$ cat src/rtl/mips_ctrl_pkg.sv
// Shared definitions for the multicycle MIPS control unit.
//   state_t      : controller states (ADDIEX/ADDIWR reachable only with MIPS_ADDI_EN)
//   OP_*         : opcode field values, instr[31:26]
//   FUNCT_*      : R-type function field values, instr[5:0]
//   ALUOP_*      : controller-to-ALU-decoder operation class
//   ALU_*        : ALU operation select driven onto alucontrol
package mips_ctrl_pkg;

    typedef enum logic [3:0] {
        FETCH1  = 4'd0,
        FETCH2  = 4'd1,
        FETCH3  = 4'd2,
        FETCH4  = 4'd3,
        DECODE  = 4'd4,
        MEMADR  = 4'd5,
        LBRD    = 4'd6,
        LBWR    = 4'd7,
        SBWR    = 4'd8,
        RTYPEEX = 4'd9,
        RTYPEWR = 4'd10,
        BEQEX   = 4'd11,
        JEX     = 4'd12,
        ADDIEX  = 4'd13,
        ADDIWR  = 4'd14,
        HALT    = 4'd15
    } state_t;

    localparam logic [5:0] OP_LB    = 6'b100000;
    localparam logic [5:0] OP_SB    = 6'b101000;
    localparam logic [5:0] OP_RTYPE = 6'b000000;
    localparam logic [5:0] OP_BEQ   = 6'b000100;
    localparam logic [5:0] OP_J     = 6'b000010;
    localparam logic [5:0] OP_ADDI  = 6'b001000;

    localparam logic [5:0] FUNCT_ADD = 6'b100000;
    localparam logic [5:0] FUNCT_SUB = 6'b100010;
    localparam logic [5:0] FUNCT_AND = 6'b100100;
    localparam logic [5:0] FUNCT_OR  = 6'b100101;
    localparam logic [5:0] FUNCT_SLT = 6'b101010;

    localparam logic [1:0] ALUOP_ADD   = 2'b00;
    localparam logic [1:0] ALUOP_SUB   = 2'b01;
    localparam logic [1:0] ALUOP_FUNCT = 2'b10;

    localparam logic [2:0] ALU_AND = 3'b000;
    localparam logic [2:0] ALU_OR  = 3'b001;
    localparam logic [2:0] ALU_ADD = 3'b010;
    localparam logic [2:0] ALU_SUB = 3'b110;
    localparam logic [2:0] ALU_SLT = 3'b111;

endpackage

$ cat src/rtl/mips_aludec.sv
// ALU decoder: maps the controller's operation class plus the R-type
// function field onto the ALU operation select. Purely combinational.
//   aluop      in  2  operation class (add / sub / use funct)
//   funct      in  6  instr[5:0]
//   alucontrol out 3  ALU operation select
module mips_aludec
    import mips_ctrl_pkg::*;
(
    input  logic [1:0] aluop,
    input  logic [5:0] funct,
    output logic [2:0] alucontrol
);

    always_comb begin
        alucontrol = ALU_ADD;
        case (aluop)
            ALUOP_SUB: alucontrol = ALU_SUB;
            ALUOP_FUNCT: begin
                case (funct)
                    FUNCT_ADD: alucontrol = ALU_ADD;
                    FUNCT_SUB: alucontrol = ALU_SUB;
                    FUNCT_AND: alucontrol = ALU_AND;
                    FUNCT_OR:  alucontrol = ALU_OR;
                    FUNCT_SLT: alucontrol = ALU_SLT;
                    default:   alucontrol = ALU_ADD;
                endcase
            end
            default: alucontrol = ALU_ADD;
        endcase
    end

endmodule

$ cat src/rtl/mips_controller.sv
// Multicycle control FSM for the 8-bit MIPS datapath: four-byte fetch,
// decode, execute, memory access and writeback.
// Optional feature macro: MIPS_ADDI_EN adds ADDI (ADDIEX -> ADDIWR).
//   clk        in  1  system clock
//   reset      in  1  synchronous active-low reset, returns to FETCH1
//   op, funct  in  6  instr[31:26], instr[5:0]
//   zero       in  1  datapath equality flag
//   alucontrol, alusrca, alusrcb, iord, irwrite, memtoreg, pcen,
//   pcsource, regdst, regwrite  out  datapath controls
//   memread, memwrite           out  memory strobes
//
// state   | meaning
// FETCH1-4| read one instruction byte each, PC += 1
// DECODE  | dispatch on op, aluout <= branch target
// MEMADR  | aluout <= A + imm
// LBRD    | read memory at aluout
// LBWR    | regfile[rt] <= memory data
// SBWR    | write memory at aluout
// RTYPEEX | aluout <= A op B
// RTYPEWR | regfile[rd] <= aluout
// BEQEX   | compare, PC <= aluout when equal
// JEX     | PC <= jump target
// ADDIEX  | aluout <= A + imm (MIPS_ADDI_EN only)
// ADDIWR  | regfile[rt] <= aluout (MIPS_ADDI_EN only)
// HALT    | outputs idle until reset
module mips_controller
    import mips_ctrl_pkg::*;
#(
    parameter bit INVALID_OP_HALT = 1'b0
) (
    input  logic       clk,
    input  logic       reset,
    input  logic [5:0] op,
    input  logic [5:0] funct,
    input  logic       zero,
    output logic [2:0] alucontrol,
    output logic       alusrca,
    output logic [1:0] alusrcb,
    output logic       iord,
    output logic [3:0] irwrite,
    output logic       memtoreg,
    output logic       pcen,
    output logic [1:0] pcsource,
    output logic       regdst,
    output logic       regwrite,
    output logic       memread,
    output logic       memwrite
);

    state_t     state, state_next;
    logic       pcwrite, branch;
    logic [1:0] aluop;
    logic [2:0] alucontrol_dec;

    always_ff @(posedge clk) begin
        if (!reset) state <= FETCH1;
        else        state <= state_next;
    end

    always_comb begin
        state_next = FETCH1;
        alusrca    = 1'b0;
        alusrcb    = 2'b00;
        iord       = 1'b0;
        irwrite    = 4'b0000;
        memtoreg   = 1'b0;
        pcsource   = 2'b00;
        regdst     = 1'b0;
        regwrite   = 1'b0;
        memread    = 1'b0;
        memwrite   = 1'b0;
        pcwrite    = 1'b0;
        branch     = 1'b0;
        aluop      = ALUOP_ADD;
        case (state)
            FETCH1: begin
                memread = 1'b1; alusrcb = 2'b01; pcwrite = 1'b1; irwrite = 4'b0001;
                state_next = FETCH2;
            end
            FETCH2: begin
                memread = 1'b1; alusrcb = 2'b01; pcwrite = 1'b1; irwrite = 4'b0010;
                state_next = FETCH3;
            end
            FETCH3: begin
                memread = 1'b1; alusrcb = 2'b01; pcwrite = 1'b1; irwrite = 4'b0100;
                state_next = FETCH4;
            end
            FETCH4: begin
                memread = 1'b1; alusrcb = 2'b01; pcwrite = 1'b1; irwrite = 4'b1000;
                state_next = DECODE;
            end
            DECODE: begin
                alusrcb = 2'b11;
                case (op)
                    OP_LB, OP_SB: state_next = MEMADR;
                    OP_RTYPE:     state_next = RTYPEEX;
                    OP_BEQ:       state_next = BEQEX;
                    OP_J:         state_next = JEX;
`ifdef MIPS_ADDI_EN
                    OP_ADDI:      state_next = ADDIEX;
`endif
                    default: begin
                        if (INVALID_OP_HALT) state_next = HALT;
                        else                 state_next = FETCH1;
                    end
                endcase
            end
            MEMADR: begin
                alusrca = 1'b1; alusrcb = 2'b10;
                state_next = (op == OP_LB) ? LBRD : SBWR;
            end
            LBRD: begin
                memread = 1'b1; iord = 1'b1;
                state_next = LBWR;
            end
            LBWR: begin
                regwrite = 1'b1; memtoreg = 1'b1;
                state_next = FETCH1;
            end
            SBWR: begin
                memwrite = 1'b1; iord = 1'b1;
                state_next = FETCH1;
            end
            RTYPEEX: begin
                alusrca = 1'b1; aluop = ALUOP_FUNCT;
                state_next = RTYPEWR;
            end
            RTYPEWR: begin
                regwrite = 1'b1; regdst = 1'b1;
                state_next = FETCH1;
            end
            BEQEX: begin
                alusrca = 1'b1; aluop = ALUOP_SUB; branch = 1'b1; pcsource = 2'b01;
                state_next = FETCH1;
            end
            JEX: begin
                pcwrite = 1'b1; pcsource = 2'b10;
                state_next = FETCH1;
            end
`ifdef MIPS_ADDI_EN
            ADDIEX: begin
                alusrca = 1'b1; alusrcb = 2'b10;
                state_next = ADDIWR;
            end
            ADDIWR: begin
                regwrite = 1'b1;
                state_next = FETCH1;
            end
`endif
            HALT:    state_next = HALT;
            default: state_next = FETCH1;
        endcase
    end

    mips_aludec u_aludec (
        .aluop      (aluop),
        .funct      (funct),
        .alucontrol (alucontrol_dec)
    );

    // HALT idles every output, including the ALU select that would
    // otherwise default to add.
    assign alucontrol = (state == HALT) ? 3'b000 : alucontrol_dec;
    assign pcen       = pcwrite | (branch & zero);

endmodule

$ cat config.mk
export PLATFORM = sky130hd
export DESIGN_NAME = mips_controller
export DESIGN_NICKNAME = d
export VERILOG_FILES = /design/src/rtl/mips_ctrl_pkg.sv /design/src/rtl/mips_aludec.sv /design/src/rtl/mips_controller.sv
export SDC_FILE = /design/constraint.sdc
export NUM_CORES = 1
export LEC_CHECK = 0
export CORE_AREA = 2 2 46 48
export DETAILED_ROUTE_END_ITERATION = 12
export DIE_AREA = 0 0 48 50
export DONT_BUFFER_PORTS = 1
export GPL_TIMING_DRIVEN = 0
export PLACE_DENSITY = 0.45
export SLEW_MARGIN = 5
export SYNTH_ARGS = -nofsm -noshare
export SYNTH_HDL_FRONTEND = slang
export SYNTH_SLANG_ARGS = --single-unit
$ cat constraint.sdc
create_clock -name clk -period 1.9 [get_ports clk]
set_input_delay 0.475 -clock clk [delete_from_list [all_inputs] [get_ports clk]]
set_output_delay 0.475 -clock clk [all_outputs]
set_load 0.05 [all_outputs]
### Word level (Yosys, flattened, before mapping)

Cells that the tools add are included.

* input bits: 15
* output and inout bits: 19
* register bits: 4
* logic and storage cells: 54

* reduce and logical (&&, ||, !) cells: 9
* bitwise operators: 2
* equality and inequality tests: 23
* multiplexer cells: 19

Operators with widths (number)
* 6-bit equality test (second input constant): 6
* 4-bit case mux with 9 select lines: 1
* 4-bit case mux with 4 select lines: 2
* 4-bit equality test (second input constant): 6
* 4-bit by 3-bit equality test with 1-bit output (second input constant): 4
* 3-bit case mux with 4 select lines: 1
* 5-bit OR reduction: 2
* 1-bit 2-to-1 mux: 9
* 4-bit by 2-bit equality test with 1-bit output (second input constant): 2
* 2-bit case mux with 2 select lines: 2
* 6-bit by 2-bit equality test with 1-bit output (second input constant): 1
* 6-bit by 3-bit equality test with 1-bit output (second input constant): 1
* 6-bit logical NOT: 1
* 2-bit case mux with 3 select lines: 1
* 3-bit case mux with 2 select lines: 1
* 2-bit OR reduction: 3
* 4-bit by 1-bit equality test with 1-bit output (second input constant): 1
* 4-bit logical NOT: 1
* 4-bit 2-to-1 mux: 1
* 4-bit OR reduction: 1
* 3-bit 2-to-1 mux: 1
* 3-bit OR reduction: 1
* 2-bit by 1-bit equality test with 1-bit output (second input constant): 1
* 2-bit equality test (second input constant): 1
* 2 further kinds: 2

### Depth between registers and ports, before layout

* depth in word-level cells: 5
* gate-level depth with buffers: 8
* mapped depth without buffers: 7

### By module

A second synthesis with hierarchy kept.

* cells, all modules: 92
* area total of the unflattened synthesis: 621.8 µm²

By module, submodules not included
* mips_controller: sequential area each 80.1 µm², instances 1, cells an instance 77, area each 503.0 µm²
* mips_aludec: sequential area each 0.0 µm², instances 1, cells an instance 15, area each 118.9 µm²

### Worst setup path before layout

Ideal clock, no wire load.

* path type: reg2out
* from: register state[3]
* to: output port alucontrol[0]
* path slack: -0.775 ns
* stages on the path, launching flop included: 7
* arrival: 2.200 ns
* path buffers: 1
* cells stage by stage: dfxtp_1 > buf_6 > nor2b_1 > nand3_1 > ha_1 > o21ai_0 > nor3_1

* longest elaborated chain between the ends: 5
* elaborated cells between the ends (all ways): 8
* those cells by class: 5 x eq/ne; 3 x mux

Ends and longest elaborated chain
* start: declaration: RTL line mips_controller.sv:50 `state_t state, state_next;`
* start signal: assignment: RTL line mips_controller.sv:57 `else state <= state_next;`
* 4-bit equality test: RTL line mips_controller.sv:75 `case (state)`
* 2-bit case mux with 2 select lines: RTL line mips_controller.sv:75
* 2-bit equality test / 2-bit by 1-bit equality test with 1-bit output (equally long branches): RTL line mips_aludec.sv:16 `case (aluop)`
* 3-bit case mux with 2 select lines: RTL line mips_aludec.sv:16
* 3-bit 2-to-1 mux *: RTL line mips_controller.sv:163 `assign alucontrol = (state == HALT) ? 3'b000 : alucontrol_dec;`
* end: declaration: RTL line mips_controller.sv:36 `output logic [2:0] alucontrol,`

Mark *: on every way between the ends. The rest lies on a longest branch, timed or not.

### Final worst setup path

* from: register state[0]
* to: output port alucontrol[2]

Same word-level chain as after synthesis.

==> impl_results.md <==
* Run status: finished with violations
* Failing checks: negative setup slack
* Initial antenna violation count at 0
* Layout cell share with drive strength beyond 1 at 0.689
* Via count at 840
* YS warnings at 0
* # setup viols final at 12
* Max_slew headroom at 0.433
* CTS Buf Count at 3
* Period minus WS final at 2250 ps
* Top reg by flops: state
* Final nets at 139
* Post-route cell area at 1290 um2
* Setup WS post-layout at -352 ps
* I/O Buffers at 0
* WHS at 463 ps
* Multi-input logic area at 783 um2
* Hold WC Path Type: input pin to register
* Pwr dens at 515 nW/um2
* Post-Route WL at 2590 um
* Clk pwr share at 0.167
* Synth top area share at 0.129
* Comb pwr share at 0.677
* Int Power at 0.000340 W
* Flop pwr share at 0.156
* Hpwl dp at 1500 um
* Switching part of the total at 0.487
* Core area at 1900 um2
* Post-synthesis register bit count at 4
* Worst-margin pin slew at 846 ps
* Clk_lat worst skew at 240 ps
* Peak supply drop at 267 uV
* Clock sink count at 4
* Area leader, netlist: dfxtp_1
* CTS Buffer Depth at 2
* Avg Vias per Cell at 5.75
* Switching Power at 0.000323 W
* Clock transition at the registers of the reported paths at 40 ps
* GRT Residual Overflow at 0
* MaxCap Viol Count at 0
* Synth Instances at 92
* Top Registers: state: 4 flops
* Post-place instance area at 795 um2
* Worst Path Arrival at 1780 ps
* CTS H-tree lvls at 1
* Filler Cell Count at 148
* Netlist Area Pre-Place at 621 um2
* TritonCTS clock tree: built
* Vias in the first global route at 780
* Dpl cells at 119
* Unrepaired setup endpoints after global routing: yes
* First-pass GRT wire length at 3620 um
* Max reg flops at 4
* Register area share after synthesis at 0.129
* DIE HEIGHT at 50 um
* Critical path peak fanout at 6
* DRT iter0 DRCs at 24
* Post-route ant nets at 0
* Final non-filler cell total at 146
* Reg area at 92.6 um2
* Static leakage at 0.424 nW
* CTS root buf: clkbuf_4
* Yosys cell types at 31
* Final Cycle Share at 1.19
* CP required at 1420 ps
* Die area at 2400 um2
* Fin. Hold Viols at 0
* N_diodes at 0
* Floorplan row count at 16
* Post-synth top cells: 10 x inv_1, 9 x nor2_1, 6 x a21oi_1, 6 x nand3_1, 6 x nor3_1
* Residual DRC count at 0
* Asr flop ratio synth at 0
* Dominant cells by area after synthesis: dfxtp_1 13%, ha_1 6.0%, inv_1 6.0%
* Post-cts hold buffer count at 0
* Routability cong. at 0.741
* Syn nets at 110
* IO Pins at 34
* Die W at 48 um
* CP endpoint kind: primary output
* Startpoint Class: register
* WL per Instance at 17.7 um
* Max Slew Vio Count at 0
* Main synth FF type: dfxtp_1
* Critical path type: register to primary output
* Layout area overhead at 107%
* Drt first pass iters at 4
* Most numerous cell in the Yosys netlist: inv_1
* Max Freq at 0.444 GHz
* Final Skew at 1.50 ps
* Maximum number of pins on one net before global-route repair at 11
* Post-synth EDFFs at 0
* Aggregate global-route resource usage at 0.208
* Final Util at 0.677
* Initial Utilization at 0.326
* Syn avg cell area at 6.75 um2
[path summary, 6_finish.rpt]
path	endpoint	depth (start not counted)	slack, ps	from
max	alucontrol[2]	7	-350	state[0]$_SDFF_PN0_
min	state[3]$_SDFF_PN0_	3	460	op[5]
max reg2reg	state[2]$_SDFF_PN0_	7	160	state[1]$_SDFF_PN0_
min reg2reg	state[1]$_SDFF_PN0_	3	750	state[1]$_SDFF_PN0_
[logic make-up (layout without fill, tap and decap cells)]
| logic type | count (synthesis) | count (layout) | share of synthesized area |
|---|---|---|---|
| fa+ha+maj | 3 | 3 | 0.0605 |
| simple gates | 40 | 40 | 0.381 |
| buf+inv | 17 | 44 | 0.149 |
| flops | 4 | 4 | 0.129 |
| compound gates | 28 | 28 | 0.280 |
[power by group through the flow]
stage / Combinational (W) / Sequential, W / Clock (W)
floorplan: 0.000227 / 0.000103 / 0
global placement: 0.000257 / 0.000107 / 0
detailed placement: 0.000261 / 0.000107 / 0
CTS: 0.000378 / 0.000106 / 0.000113
global route: 0.000469 / 0.000104 / 0.000117
finish: 0.000449 / 0.000103 / 0.000110
[worst max-delay path: stages, from the launching register on]
cell	delay, ps
dfxtp_2	320
buf_6	120
buf_8	120
nand3_4	90
clkinvlp_4	280
ha_4	280
a41oi_4	190
nor2_4	120
[placed cells by master, fill, tap and decap left out, types with 3 or more instances in the layout]
master    instances
nor2_1            3
ha_4              3
buf_4            16
buf_6             9
dfxtp_4           3
o21ai_0           3
inv_1             5
clkbuf_4          3
nor2_4            6
o21ai_1           4
nand3_1           4
a21oi_4           3
buf_8             3
a21oi_1           3
inv_2             4
nand2b_4          3
nor3_4            4
[timing repair]
| action | in CTS | in global routing |
|---|---|---|
| buffers inserted | 9 | 17 |
| hold endpoints to repair | 0 | 0 |
| pin swaps | 16 | 13 |
| gates resized for setup | 47 | 20 |
| setup endpoints to repair | 18 | 15 |
[area by class of cell]
cell class              instances  area share
plain buffers                   5      0.0573
well taps                      27      0.0262
repair buffers                 25       0.181
clock buffers                   3      0.0175
multi-input cells              71       0.608
flip-flops and latches          4      0.0719
inverters                      11      0.0379
[metal layers]
| metal | up-vias | routed length (um) | track usage |
|---|---|---|---|
| li1 | 388 | - | - |
| met1 | 410 | 969 | 0.260 |
| met2 | 34 | 1430 | 0.342 |
| met3 | 8 | 118 | 0.0403 |
| met4 | 0 | 72 | 0.0676 |
| met5 | - | 0 | 0 |
[through the flow]
stage,setup TNS (ps),setup WS (ps),total power (W)
4_1_cts,-2210,-402,0.000597
6_report,-1810,-352,0.000663
3_3_place_gp,-2310,-371,0.000364
5_1_grt,-2350,-407,0.000690
2_1_floorplan,-1190,-258,0.000330
3_5_place_dp,-1270,-357,0.000368
(Power assumes the default switching activity.)
